`src/rtl/axis2fifo_pkg.sv`:
```
// axis2fifo_pkg
//   Shared types and helpers for the AXIS-to-FIFO receive adapter.
//   state_t   : controller state encoding (2 bits)
//   ptr_width : pointer width for a buffer of a given depth
package axis2fifo_pkg;

   typedef enum logic [1:0] {
      ST_IDLE = 2'd0,
      ST_RECV = 2'd1,
      ST_DONE = 2'd2
   } state_t;

   // Depth is a power of two >= 2, so clog2 is exact and pointers wrap
   // naturally; the floor of 1 keeps a degenerate depth from producing a
   // zero-width vector.
   function automatic int ptr_width(input int depth);
      return (depth > 1) ? $clog2(depth) : 1;
   endfunction

endpackage

```
`src/rtl/axis2fifo_buf.sv`:
```
// axis2fifo_buf
//   DEPTH x (DATA_WIDTH+1) circular buffer, first-word-fall-through.
//   Each entry carries {last, data}.
//   Ports:
//     ACC_CLK, ARESETN      clock, synchronous active-low reset
//     push, wr_data, wr_last write one entry (caller guarantees not full)
//     pop                    pop head entry; ignored when empty
//     empty, full            occupancy flags
//     head_data, head_last   head entry; when empty, the last popped entry
module axis2fifo_buf #(
   parameter int DATA_WIDTH = 64,
   parameter int DEPTH      = 2
) (
   input  logic                  ACC_CLK,
   input  logic                  ARESETN,
   input  logic                  push,
   input  logic [DATA_WIDTH-1:0] wr_data,
   input  logic                  wr_last,
   input  logic                  pop,
   output logic                  empty,
   output logic                  full,
   output logic [DATA_WIDTH-1:0] head_data,
   output logic                  head_last
);
   import axis2fifo_pkg::*;

   localparam int PW = ptr_width(DEPTH);
   localparam int CW = PW + 1;

   logic [DATA_WIDTH:0] mem [DEPTH];
   logic [DATA_WIDTH:0] hold_q;
   logic [DATA_WIDTH:0] head;
   logic [PW-1:0]       wr_ptr;
   logic [PW-1:0]       rd_ptr;
   logic [CW-1:0]       count;
   logic                pop_en;

   assign empty  = (count == '0);
   assign full   = (count == CW'(DEPTH));
   assign pop_en = pop & ~empty;

   // While empty, present the entry most recently popped so the output
   // holds steady instead of exposing a stale slot.
   assign head      = empty ? hold_q : mem[rd_ptr];
   assign head_data = head[DATA_WIDTH-1:0];
   assign head_last = head[DATA_WIDTH];

   always_ff @(posedge ACC_CLK) begin
      if (!ARESETN) begin
         for (int i = 0; i < DEPTH; i++) begin
            mem[i] <= '0;
         end
         hold_q <= '0;
         wr_ptr <= '0;
         rd_ptr <= '0;
         count  <= '0;
      end else begin
         if (push) begin
            mem[wr_ptr] <= {wr_last, wr_data};
            wr_ptr      <= wr_ptr + 1'b1;
         end
         if (pop_en) begin
            hold_q <= mem[rd_ptr];
            rd_ptr <= rd_ptr + 1'b1;
         end
         case ({push, pop_en})
            2'b10:   count <= count + 1'b1;
            2'b01:   count <= count - 1'b1;
            default: count <= count;
         endcase
      end
   end

endmodule

```
`src/rtl/axis2fifo.sv`:
```
// axis2fifo
//   AXI-Stream slave presenting received beats as an FWFT FIFO read port.
//   CTRL_START arms a transfer; completion is reported once the beat
//   tagged TLAST has been popped by the accelerator.
//   Ports:
//     ACC_CLK, ARESETN             clock, synchronous active-low reset
//     CTRL_START/READY/FINISHED    transfer arm / ready / done level
//     BEAT_COUNT                   beats accepted since last CTRL_START
//     AXIS_TVALID/TDATA/TLAST      upstream stream
//     AXIS_TREADY                  beat accept, from registered state only
//     FIFO_EMPTY                   buffer empty, polarity per EMPTY_ACTIVE
//     FIFO_DOUT, FIFO_READ         FWFT head data and pop strobe
//
//   state   | meaning
//   --------+-----------------------------------------------------------
//   IDLE    | after reset, waiting for CTRL_START
//   RECV    | accepting beats until TLAST, draining to the accelerator
//   DONE    | TLAST entry popped; waiting for the next CTRL_START
module axis2fifo #(
   parameter int DATA_WIDTH   = 64,
   parameter int DEPTH        = 2,
   parameter int EMPTY_ACTIVE = 0,
   parameter int CNT_WIDTH    = 32
) (
   input  logic                  ACC_CLK,
   input  logic                  ARESETN,
   input  logic                  CTRL_START,
   output logic                  CTRL_READY,
   output logic                  CTRL_FINISHED,
   output logic [CNT_WIDTH-1:0]  BEAT_COUNT,
   input  logic                  AXIS_TVALID,
   input  logic [DATA_WIDTH-1:0] AXIS_TDATA,
   input  logic                  AXIS_TLAST,
   output logic                  AXIS_TREADY,
   output logic                  FIFO_EMPTY,
   output logic [DATA_WIDTH-1:0] FIFO_DOUT,
   input  logic                  FIFO_READ
);
   import axis2fifo_pkg::*;

   state_t               state;
   logic                 last_seen;
   logic [CNT_WIDTH-1:0] beat_count;
   logic                 buf_empty;
   logic                 buf_full;
   logic                 head_last;
   logic                 push;
   logic                 pop;

   // Once TLAST is accepted the stream is held off until re-armed, so a
   // following packet never mixes into the current transfer.
   assign AXIS_TREADY   = (state == ST_RECV) & ~last_seen & ~buf_full;
   assign push          = AXIS_TVALID & AXIS_TREADY;
   assign pop           = FIFO_READ & ~buf_empty;

   assign CTRL_READY    = (state == ST_IDLE) | (state == ST_DONE);
   assign CTRL_FINISHED = (state == ST_DONE);
   assign BEAT_COUNT    = beat_count;
   assign FIFO_EMPTY    = (EMPTY_ACTIVE != 0) ? buf_empty : ~buf_empty;

   always_ff @(posedge ACC_CLK) begin
      if (!ARESETN) begin
         state      <= ST_IDLE;
         last_seen  <= 1'b0;
         beat_count <= '0;
      end else begin
         case (state)
            ST_IDLE, ST_DONE: begin
               if (CTRL_START) begin
                  state      <= ST_RECV;
                  last_seen  <= 1'b0;
                  beat_count <= '0;
               end
            end
            ST_RECV: begin
               if (push) begin
                  beat_count <= beat_count + CNT_WIDTH'(1);
                  if (AXIS_TLAST) begin
                     last_seen <= 1'b1;
                  end
               end
               if (pop && head_last) begin
                  state <= ST_DONE;
               end
            end
            default: state <= ST_IDLE;
         endcase
      end
   end

   axis2fifo_buf #(
      .DATA_WIDTH (DATA_WIDTH),
      .DEPTH      (DEPTH)
   ) u_buf (
      .ACC_CLK   (ACC_CLK),
      .ARESETN   (ARESETN),
      .push      (push),
      .wr_data   (AXIS_TDATA),
      .wr_last   (AXIS_TLAST),
      .pop       (pop),
      .empty     (buf_empty),
      .full      (buf_full),
      .head_data (FIFO_DOUT),
      .head_last (head_last)
   );

endmodule

```
`config.mk`:
```
export PLATFORM = sky130hd
export DESIGN_NAME = axis2fifo
export DESIGN_NICKNAME = d
export VERILOG_FILES = /design/src/rtl/axis2fifo_pkg.sv /design/src/rtl/axis2fifo_buf.sv /design/src/rtl/axis2fifo.sv
export SDC_FILE = /design/constraint.sdc
export NUM_CORES = 1
export LEC_CHECK = 0
export BUFFER_PORTS_ARGS = -buffer_cell sky130_fd_sc_hd__buf_2
export CAP_MARGIN = 20
export CORE_UTILIZATION = 26
export DETAILED_ROUTE_END_ITERATION = 10
export PLACE_DENSITY = 0.54
export REMOVE_ABC_BUFFERS = 1
export SYNTH_ARGS = -nofsm -noshare
export SYNTH_HDL_FRONTEND = slang
export SYNTH_SLANG_ARGS = --single-unit
```
`constraint.sdc`:
```
create_clock -name ACC_CLK -period 7.8 [get_ports ACC_CLK]
set_input_delay 0.78 -clock ACC_CLK [delete_from_list [all_inputs] [get_ports ACC_CLK]]
set_output_delay 0.78 -clock ACC_CLK [all_outputs]
set_load 0.05 [all_outputs]
```
# ---- Word level (Yosys, flattened, before mapping)
# Memories as Yosys holds them, arrays and structs flattened. A register that Yosys moved wholly into a read port is not among the register bits.
# Index checks and enable logic that the tools add are counted.
dict set report word_totals {
  ff_bits 104
  mem_bits_rw 130
  input_bits 70
  out_inout_bits 100
  wordCells 62
  n_memories 1
}
# name depth width read_ports rd_ports_with_merged_regs wr line_no
set mem_list {}
lappend mem_list {u_buf.mem 2 65 1 1 2 axis2fifo_buf.sv:30} ;# logic [DATA_WIDTH:0] mem [DEPTH];
dict set report classes {
  addsub 5
  eq_ne 9
  n_mux 21
  n_bitwise 9
  reduce_logical 10
}
# op count
set ops {}
lappend ops {{$mux W65} 2}
lappend ops {{$reduce_or A65 Y1} 1}
lappend ops {{$mux W32} 2}
lappend ops {{$pmux W32 S2} 1}
lappend ops {{$add A32 B1 Y32 const B} 1}
lappend ops {{$mux W1} 11}
lappend ops {{$pmux W2 S2} 2}
lappend ops {{$eq A2 B2 Y1 const B} 3}
lappend ops {{$and A1 B1 Y1} 5}
lappend ops {{$eq A2 B1 Y1 const B} 2}
lappend ops {{$logic_not A2 Y1} 2}
lappend ops {{$mux W2} 2}
lappend ops {{$ne A2 B1 Y1 const B} 2}
lappend ops {{$ne A2 B2 Y1 const B} 2}
lappend ops {{$reduce_and A4 Y1} 1}
lappend ops {{$reduce_bool A2 Y1} 2}
lappend ops {{$not A1 Y1} 3}
lappend ops {{$reduce_and A3 Y1} 1}
lappend ops {{$add A1 B1 Y1 const B} 2}
lappend ops {{$add A2 B1 Y2 const B} 1}
lappend ops {{$pmux W1 S2} 1}
lappend ops {{$reduce_and A2 Y1} 1}
lappend ops {{$reduce_or A2 Y1} 1}
lappend ops {{$sub A2 B1 Y2 const B} 1}
lappend ops {{other kinds (2)} 2}

# ---- Depth between registers and ports, before layout
# Gate-level depths: netlist of the first run.
dict set report logic_depth {
  ltp_word 9
  depth_mapped 8
  mapped_depth_nobuf 6
}

# ---- By module
# From an unflattened synthesis of the first run, not the netlist that was laid out.
dict set report unflattened {
  cells_unflattened 937
  area_unflattened_um2 10764.1
}
# module n_inst cells_per_inst area_each_um2 seq_area_each_um2
set by_module_without_submodules {}
lappend by_module_without_submodules {axis2fifo_buf 1 736 8969.9 5305.1}
lappend by_module_without_submodules {axis2fifo 1 201 1794.2 700.7}

# ---- Worst setup path before layout of the first run
# Ideal clock, no wire load.
dict set report synth_path {
  path_kind {in2reg}
  from {in AXIS_TVALID}
  to {mem u_buf.mem[1][0] in the netlist's numbering (enable)}
  setup_ns 0.578
  arrival_time_ns 5.970
  required_ns 7.222
  slack_ns 1.252
  stages 4
  n_path_buf 1
  cell_sequence {nand3b_1 -> or3_1 -> buf_2 -> o21ai_0}
}
# item line_no
set synth_rtl {}
lappend synth_rtl {{start, declared} axis2fifo.sv:31} ;# input logic AXIS_TVALID,
lappend synth_rtl {{end, declared} axis2fifo_buf.sv:30}

# ---- Worst setup path in the final report of the first run
dict set report layout_path {
  from {reg u_buf.count[0]}
  to {out FIFO_DOUT[27]}
}
dict set report layout_between {
  elab_chain_len 2
}
# item line_no
set layout_lines {}
lappend layout_lines {{start, declared} axis2fifo_buf.sv:35} ;# logic [CW-1:0] count;
lappend layout_lines {{start signal, assigned} axis2fifo_buf.sv:67} ;# 2'b10: count <= count + 1'b1;
lappend layout_lines {{start signal, assigned} axis2fifo_buf.sv:68} ;# 2'b01: count <= count - 1'b1;
lappend layout_lines {{start signal, assigned} axis2fifo_buf.sv:69} ;# default: count <= count;
lappend layout_lines {{$logic_not A2 Y1} axis2fifo_buf.sv:38} ;# assign empty = (count == '0);
lappend layout_lines {{$mux W65} axis2fifo_buf.sv:44} ;# assign head = empty ? hold_q : mem[rd_ptr];
lappend layout_lines {{end, declared} axis2fifo.sv:36} ;# output logic [DATA_WIDTH-1:0] FIFO_DOUT,
# No other way between the ends.

==> metrics.md, run 1 <==
| Metric | Value |
|---|---|
| Number of vias after detailed routing | `7,547` |
| Worst-Margin Slew | `1080 ps` |
| Startpoint Class | `flip-flop` |
| Fill cell instance count of the final layout | `3,947` |
| Run status | `finished clean` |
| Synthesized instance count | `952` |
| Detailed router's first-iteration violation count | `331` |
| Footprint of the flip-flops and latches | `5990 µm²` |
| Via count normalized by instance count | `4.62` |
| Clk pin slew, worst setup/hold paths | `60 ps` |
| Sort of element at the end of the critical path | `output port` |
| Global placement routability congestion | `0.768` |
| Fraction of synthesis flops using an asynchronous set or reset pin | `0` |
| Headroom to the max-slew limit | `0.281` |
| Worst-skew pair later-pin latency | `580 ps` |
| Layout Cells excl Fill | `1,634` |
| Clock Tree Root | `sky130_fd_sc_hd__clkbuf_16` |
| Number of instances resized during post-cts repair | `0` |
| Number of maximum-capacitance violations | `0` |
| Leakage Power | `0.00464 µW` |
| Worst Hold Class | `reg -> reg` |
| Vertical die dimension | `200 µm` |
| Data required time of the worst path | `7020 ps` |
| Sum of overflow across all layers after global routing | `0` |
| Signal arrival time at the worst endpoint | `2820 ps` |
| Clock tree from TritonCTS | `yes` |
| Met2 WL | `12.2 mm` |
| Clock skew | `25.8 ps` |
| Maximum achievable frequency | `278 MHz` |
| Final Net Count | `1,164` |
| Mean cell area of the mapped netlist | `10.8 µm²` |
| Number of distinct library cell variants in the gate-level netlist after synthesis | `43` |
| Fin crit period | `3600 ps` |
| Period utilisation layout | `0.462` |
| Critical path class | `reg -> out` |
| Routed length per instance | `16.3 µm` |
| Detailed placement HPWL | `15.3 mm` |
| Area of the die | `40,200 µm²` |
| Highest layer used for signal routing | `met5` |
| Number of placement rows | `72` |
| Placed instance count | `1,577` |
| Setup repair after global routing missed its margin | `false` |
| Final hold vios | `0` |
| Boundary pin count | `170` |
| Level count of the clock H-tree | `1` |
| Wire length of the first global-routing pass | `41.3 mm` |
| Ratio of total power to cell area | `351 nW/µm²` |
| Num Clock Sinks | `234` |
| DRC violation count after routing | `0` |
| Buffer levels on the longest clock path | `3` |
| Initial antenna violation count | `2` |
| Worst-path maximum fanout | `59` |
| Number of global-route vias before repair | `7,306` |
| Most used cells in the layout excluding fill and tap cells | `sky130_fd_sc_hd__buf_2, sky130_fd_sc_hd__nor2_1, sky130_fd_sc_hd__and2_1` |
| Total negative slack | `0 ps` |
| Leading register cell type out of synthesis | `sky130_fd_sc_hd__edfxtp_1` |
| Register bit count reported by yosys | `234` |
| Number of input and output port buffers inserted | `169` |
| Number of setup violations in the final report | `0` |
| Post-synthesis instance area | `10,200 µm²` |
| Postcts setup bufs | `0` |
| Worst supply voltage drop on vdd | `277 µV` |
| Layout cell share with drive strength beyond 1 | `0.213` |
| EDFF count, synth | `130` |
| Area Overhead vs Synth | `23.1%` |
| Placeable Area | `38,700 µm²` |
| Wire length on met3 | `1.35 mm` |
| Number of detailed-route iterations in the first pass | `5` |
| Number of buffers added by the clock tree synthesis step | `29` |
| CTS Hold Bufs | `0` |
| Maximum number of pins on one net before global-route repair | `103` |
| Commonest non-fill, non-tap cell in the layout | `sky130_fd_sc_hd__buf_2` |
| Effective utilization at floorplan | `0.264` |
| Total wire length | `26.7 mm` |
| Count of antenna-violating nets left after detailed routing | `0` |
| Max-slew violation count | `0` |
| Met1 wire length | `12.5 mm` |
| Floorplan die width | `200 µm` |
| Total track usage | `0.130` |
| Register area share after synthesis | `0.585` |
| Multi-input combinational cell area | `3980 µm²` |
| Synthesis Warnings | `0` |
## flip-flops by register name, indices dropped and copies added, names as in the netlist, named ones only
name          count
u_buf.count       2
state             2
u_buf.wr_ptr      1
u_buf.rd_ptr      1
last_seen         1
BEAT_COUNT       32
u_buf.mem       130
u_buf.hold_q     64
## layer usage
metal | track usage | vias to the layer above
met5 | 0 | -
met4 | 0.0308 | 4
met3 | 0.0276 | 36
met2 | 0.213 | 205
met1 | 0.175 | 3589
li1 | - | 3713
## cells in the mapped netlist, types with 2 or more instances
cell	n	area (µm²)
sky130_fd_sc_hd__xor2_1	3	26.3
sky130_fd_sc_hd__o31ai_1	16	120
sky130_fd_sc_hd__ha_1	2	25.0
sky130_fd_sc_hd__or3_1	13	81.3
sky130_fd_sc_hd__dfxtp_1	104	2080
sky130_fd_sc_hd__nand2b_1	2	12.5
sky130_fd_sc_hd__nand3b_1	2	15.0
sky130_fd_sc_hd__o211ai_1	2	15.0
sky130_fd_sc_hd__edfxtp_1	130	3900
sky130_fd_sc_hd__nand2_1	24	90.1
sky130_fd_sc_hd__xnor2_1	2	17.5
sky130_fd_sc_hd__clkbuf_2	6	30.0
sky130_fd_sc_hd__or4_1	14	105
sky130_fd_sc_hd__and4_1	5	43.8
sky130_fd_sc_hd__a21oi_1	88	440
sky130_fd_sc_hd__o21ai_0	8	40.0
sky130_fd_sc_hd__nor2_1	141	529
sky130_fd_sc_hd__a31oi_1	2	12.5
sky130_fd_sc_hd__nor4_1	6	37.5
sky130_fd_sc_hd__buf_1	3	11.3
sky130_fd_sc_hd__and3_1	4	25.0
sky130_fd_sc_hd__inv_1	5	18.8
sky130_fd_sc_hd__nand4_1	9	56.3
sky130_fd_sc_hd__nor3_1	3	15.0
sky130_fd_sc_hd__and2_1	133	832
sky130_fd_sc_hd__a211oi_1	65	488
sky130_fd_sc_hd__buf_2	17	85.1
sky130_fd_sc_hd__mux2i_1	72	721
sky130_fd_sc_hd__nand3_1	10	50.1
sky130_fd_sc_hd__nor2b_1	3	18.8
sky130_fd_sc_hd__clkbuf_1	46	173
## cell type report
class                   count  share of cell area
diodes                      1            0.000199
clock buffers              41              0.0694
multi-input cells         641               0.316
repair buffers            181              0.0775
inverters                   5             0.00159
well taps                 518              0.0514
clock inverters            13             0.00894
flip-flops and latches    234               0.475
## power by group
group / total [µW] / switching, µW / internal, µW
clock network: 1360 / 548 / 816
registers: 1480 / 58.6 / 1420
logic: 1590 / 1210 / 374
total: 4430 / 1820 / 2610
## kinds of logic (layout without fill, tap and decap cells)
family / count (synthesis) / after routing / synth area share
simple gates: 374 / 374 / 0.192
fa+ha+maj: 2 / 2 / 0.00244
other cells: 0 / 1 / 0
flops: 234 / 234 / 0.585
buf+inv: 77 / 240 / 0.0310
xor+xnor: 5 / 5 / 0.00428
mux: 73 / 73 / 0.0715
compound gates: 187 / 187 / 0.114
## worst paths after layout
kind                                from                             end  slack (ps)  cells past startpoint
max          u_buf.count[0]$_SDFFE_PN0P_                   FIFO_DOUT[27]        4200                      6
max reg2reg  u_buf.count[0]$_SDFFE_PN0P_  u_buf.mem[0][54]$_SDFFCE_PN0P_        5160                      4
min          BEAT_COUNT[31]$_SDFFE_PN0P_     BEAT_COUNT[31]$_SDFFE_PN0P_         480                      2
min reg2reg  BEAT_COUNT[31]$_SDFFE_PN0P_     BEAT_COUNT[31]$_SDFFE_PN0P_         480                      2
## critical path, cell delays in order (launching register included)
cell and delay [ps]:
sky130_fd_sc_hd__dfxtp_1 440, sky130_fd_sc_hd__or2_4 390, sky130_fd_sc_hd__buf_4 500, sky130_fd_sc_hd__buf_16 300
sky130_fd_sc_hd__nor2_1 60, sky130_fd_sc_hd__a21oi_1 220, sky130_fd_sc_hd__buf_2 320
## through the flow
| step | area (µm²) | power [µW] | hold WS [ps] | util | setup WS [ps] |
|---|---|---|---|---|---|
| 5_1_grt | 12600 | 4640 | 467 | 0.325 | 3990 |
| 2_1_floorplan | 9940 | 2730 | 475 | - | 1250 |
| 3_3_place_gp | 11600 | 3080 | 453 | 0.298 | 4670 |
| 4_1_cts | 12500 | 4470 | 451 | 0.324 | 4030 |
| 3_5_place_dp | 11600 | 3090 | 470 | 0.298 | 4640 |
| 6_report | 12600 | 4430 | 476 | 0.325 | 4200 |
Note: power is estimated with default switching activity, not from simulation.
==> run 2: changes to the inputs <==
- ABC_AREA: not set -> 1
- PLACE_DENSITY: 0.54 -> 0.55
- clock period: 7.8 -> 3.2 ns (I/O delays scaled with it)
==> run 2 against run 1 <==
Compared with the run above:
- setup slack worse by 3700 ps
- flip-flop and latch count stayed put
- via count is 5.2% higher
- critical path type unchanged
- largest cell class unchanged
- highest routed layer unchanged
==> metrics.md, run 2 <==
| Metric | Value |
|---|---|
| Number of placement rows | `73 (was 72)` |
| Ratio of total power to cell area | `712 nW/µm² (was 351 nW/µm²)` |
| Num Clock Sinks | `234 (unchanged)` |
| Effective utilization at floorplan | `0.266 (was 0.264)` |
| Vertical die dimension | `205 µm (was 200 µm)` |
| Floorplan die width | `205 µm (was 200 µm)` |
| Number of global-route vias before repair | `7,546 (was 7,306)` |
| Core utilization of the finished layout | `0.321 (was 0.325)` |
| Synthesized instance count | `1,143 (was 952)` |
| Maximum number of pins on one net before global-route repair | `73 (was 103)` |
| Cell-internal power | `5770 µW (was 2610 µW)` |
| Leakage Power | `0.00509 µW (was 0.00464 µW)` |
| Headroom to the max-slew limit | `0.336 (was 0.281)` |
| Placed instance count | `1,788 (was 1,577)` |
| Final Worst Setup Slack | `502 ps (was 4200 ps)` |
| Clock tree from TritonCTS | `yes (unchanged)` |
| Number of maximum-capacitance violations | `0 (unchanged)` |
| Synthesis Warnings | `0 (unchanged)` |
| Data required time of the worst path | `2880 ps (was 7020 ps)` |
| Area Overhead vs Synth | `20.5% (was 23.1%)` |
| Detailed placement HPWL | `17.8 mm (was 15.3 mm)` |
| Register area share after synthesis | `0.561 (was 0.585)` |
| Post-synth top area share | `0.366 (was 0.381)` |
| Switching power of the nets | `3380 µW (was 1820 µW)` |
| Number of detailed-route iterations in the first pass | `5 (unchanged)` |
| Global placement routability congestion | `0.849 (was 0.768)` |
| Commonest non-fill, non-tap cell in the layout | `sky130_fd_sc_hd__nor2_1 (was sky130_fd_sc_hd__buf_2)` |
| Total wire length | `27.2 mm (was 26.7 mm)` |
| Count of antenna-violating nets left after detailed routing | `0 (unchanged)` |
| Critical path class | `reg -> out (unchanged)` |
| Clk pin slew, worst setup/hold paths | `60 ps (about the same)` |
| Reg2Reg Depth | `10 (was 4)` |
| Destination of the critical timing path | `FIFO_DOUT[55] (was FIFO_DOUT[27])` |
| Level count of the clock H-tree | `1 (unchanged)` |
| Layout Cells excl Fill | `1,841 (was 1,634)` |
| RR Startpoint | `u_buf.count[0]$_SDFFE_PN0P_ (unchanged)` |
| Combinational Power Share | `0.282 (was 0.358)` |
| Number of setup violations in the final report | `0 (unchanged)` |
| Area leader, netlist | `sky130_fd_sc_hd__edfxtp_1 (unchanged)` |
| Clock skew | `24.2 ps (was 25.8 ps)` |
| Sum of overflow across all layers after global routing | `0 (unchanged)` |
| Reg-to-Reg End | `u_buf.count[1]$_SDFFE_PN0P_ (was u_buf.mem[0][54]$_SDFFCE_PN0P_)` |
| Routed length per instance | `14.8 µm (was 16.3 µm)` |
| Detailed router's first-iteration violation count | `407 (was 331)` |
| Total track usage | `0.129 (was 0.130)` |
| Mean cell area of the mapped netlist | `9.34 µm² (was 10.8 µm²)` |
| Leading register cell type out of synthesis | `sky130_fd_sc_hd__edfxtp_1 (unchanged)` |
| Via count normalized by instance count | `4.31 (was 4.62)` |
| Count leader, synth | `sky130_fd_sc_hd__nor2_1 (unchanged)` |
| Clock Tree Root | `sky130_fd_sc_hd__clkbuf_16 (unchanged)` |
| Sort of element at the end of the critical path | `output port (unchanged)` |
| Sw Share | `0.370 (was 0.411)` |
| Worst Hold Class | `in -> reg (was reg -> reg)` |
| Maximum achievable frequency | `371 MHz` |
| Dpl cell area | `12,000 µm² (was 11,600 µm²)` |
| Number of buffers added by the clock tree synthesis step | `28 (was 29)` |
| Number of instances resized during post-cts repair | `0 (unchanged)` |
| Worst-Margin Slew | `997 ps (was 1080 ps)` |
| Postcts setup bufs | `0 (unchanged)` |
| Number of vias after detailed routing | `7,942 (was 7,547)` |
| Relative contribution of the clock network to total power | `0.325 (was 0.308)` |
| Register bit count reported by yosys | `234 (unchanged)` |
| Signal arrival time at the worst endpoint | `2380 ps (was 2820 ps)` |
| CP Launch Point | `u_buf.count[0]$_SDFFE_PN0P_ (unchanged)` |
| Area of the die | `41,900 µm² (was 40,200 µm²)` |
| Met1 track demand over resource | `0.171 (was 0.175)` |
| Setup slack after placement | `966 ps (was 4640 ps)` |
| Number of flip-flops under the largest register name | `130 (unchanged)` |
| Sequential fraction of design power | `0.392 (was 0.334)` |
| Run status | `finished clean (unchanged)` |
| Post-synthesis instance area | `10,700 µm² (was 10,200 µm²)` |
| Startpoint Class | `flip-flop (unchanged)` |
| Layout cell share with drive strength beyond 1 | `0.221 (was 0.213)` |
| Worst-skew pair later-pin latency | `570 ps (was 580 ps)` |
| Synth top cells by count | `sky130_fd_sc_hd__nor2_1, sky130_fd_sc_hd__nand2_1, sky130_fd_sc_hd__edfxtp_1 (was sky130_fd_sc_hd__nor2_1, sky130_fd_sc_hd__and2_1, sky130_fd_sc_hd__edfxtp_1)` |
| DRC violation count after routing | `0 (unchanged)` |
| Most utilized layer in the global route result | `met2 (unchanged)` |
| Met3 usage | `0.0243 (was 0.0276)` |
| Boundary pin count | `170 (unchanged)` |
| Fin crit period | `2700 ps` |
| Placeable Area | `40,100 µm² (was 38,700 µm²)` |
| Fraction of synthesis flops using an asynchronous set or reset pin | `0 (unchanged)` |
| Buffer levels on the longest clock path | `3 (unchanged)` |
| Worst reg2reg setup slack | `980 ps (was 5160 ps)` |
| Most used cells in the layout excluding fill and tap cells | `sky130_fd_sc_hd__nor2_1, sky130_fd_sc_hd__nand2_1, sky130_fd_sc_hd__buf_2 (was sky130_fd_sc_hd__buf_2, sky130_fd_sc_hd__nor2_1, sky130_fd_sc_hd__and2_1)` |
| Setup repair after global routing missed its margin | `false (unchanged)` |
| Worst-path maximum fanout | `60 (was 59)` |
| Number of distinct library cell variants in the gate-level netlist after synthesis | `31 (was 43)` |
| CTS Hold Bufs | `0 (unchanged)` |
| Total negative slack | `0 ps (unchanged)` |
| Final Net Count | `1,365 (was 1,164)` |
| Final std cell area, no fill | `12,900 µm² (was 12,600 µm²)` |
| Top register by number of flip-flops | `u_buf.mem (unchanged)` |
| Wire length of the first global-routing pass | `42.2 mm (was 41.3 mm)` |
| Max-slew violation count | `0 (unchanged)` |
| Final hold vios | `0 (unchanged)` |
| Number of input and output port buffers inserted | `169 (unchanged)` |
| Most area-consuming cells after synthesis | `sky130_fd_sc_hd__edfxtp_1, sky130_fd_sc_hd__dfxtp_1, sky130_fd_sc_hd__nor2_1 (was sky130_fd_sc_hd__edfxtp_1, sky130_fd_sc_hd__dfxtp_1, sky130_fd_sc_hd__and2_1)` |
| Met2 global-route usage | `0.208 (was 0.213)` |
| Worst supply voltage drop on vdd | `311 µV (was 277 µV)` |
| Initial antenna violation count | `3 (was 2)` |
| Period utilisation layout | `0.843` |
| EDFF count, synth | `130 (unchanged)` |
-- run 2: changes by cell type in the layout (fill, tap and decap cells not counted), sizes merged, moves of 14 or more --
cell	previous run	this run
nand3	10	27
nand2	24	179
o21ai	8	69
inv	5	119
o31ai	16	1
nor2	141	273
and2	133	2
a21oi	88	23
or4	14	0
-- run 2: area by class of cell --
class,instances,area (µm²)
clock buffer,35,727
inverter,119,450
fill,4202,27200
tap,525,657
antenna,1,2.50
timing repair buffer,185,1030
sequential,234,5990
clock inverter,17,136
multi-input combinational,725,3870
-- run 2: through the flow --
| step | total power (µW) | hold slack [ps] |
|---|---|---|
| finish | 9150 | 53.8 |
| global route | 9600 | 54.2 |
| CTS | 9290 | 24.5 |
| detailed placement | 6280 | 440 |
| global placement | 6250 | 429 |
| floorplan | 5540 | 425 |
-- run 2: worst min-delay path by stage --
stage,startpoint,to,depth (start not counted)
floorplan,u_buf.rd_ptr$_SDFFE_PN0P_,flip-flop,1
global placement,u_buf.rd_ptr$_SDFFE_PN0P_,flip-flop,1
detailed placement,u_buf.rd_ptr$_SDFFE_PN0P_,flip-flop,1
CTS,AXIS_TLAST,last_seen$_SDFFE_PN0P_,3
global route,AXIS_TDATA[24],u_buf.mem[1][24]$_SDFFCE_PN0P_,3
finish,AXIS_TLAST,last_seen$_SDFFE_PN0P_,3
-- run 2: kinds of logic (layout without fill, tap and decap cells) --
| group | count (synthesis) | after routing | share of synthesized area |
|---|---|---|---|
| xor+xnor | 4 | 4 | 0.00328 |
| flops | 234 | 234 | 0.561 |
| simple gates | 497 | 497 | 0.204 |
| compound gates | 158 | 158 | 0.0894 |
| mux | 64 | 64 | 0.0600 |
| buf+inv | 184 | 356 | 0.0803 |
| fa+ha+maj | 2 | 2 | 0.00234 |
| other cells | 0 | 1 | 0 |
-- run 2: metal layers --
layer  share of wire  vias up
met5         0.00081        -
met4           0.025        4
met3           0.053       40
met2            0.46      172
met1            0.46     3649
li1                -     4077
-- run 2: power groups by stage --
| stage | clock network (µW) | registers (µW) | logic (µW) |
|---|---|---|---|
| final | 2980 | 3590 | 2580 |
| after global routing | 3190 | 3620 | 2800 |
| after CTS | 3070 | 3590 | 2630 |
| after detailed placement | 0 | 3650 | 2620 |
| after global placement | 0 | 3640 | 2610 |
| after floorplan | 0 | 3650 | 1900 |
-- run 2: critical path, stage by stage, from the launching register on --
cell and delay [ps]:
sky130_fd_sc_hd__dfxtp_1 370, sky130_fd_sc_hd__nor2_4 550, sky130_fd_sc_hd__buf_12 320, sky130_fd_sc_hd__nand2_1 70
sky130_fd_sc_hd__o21ai_0 150, sky130_fd_sc_hd__buf_2 330
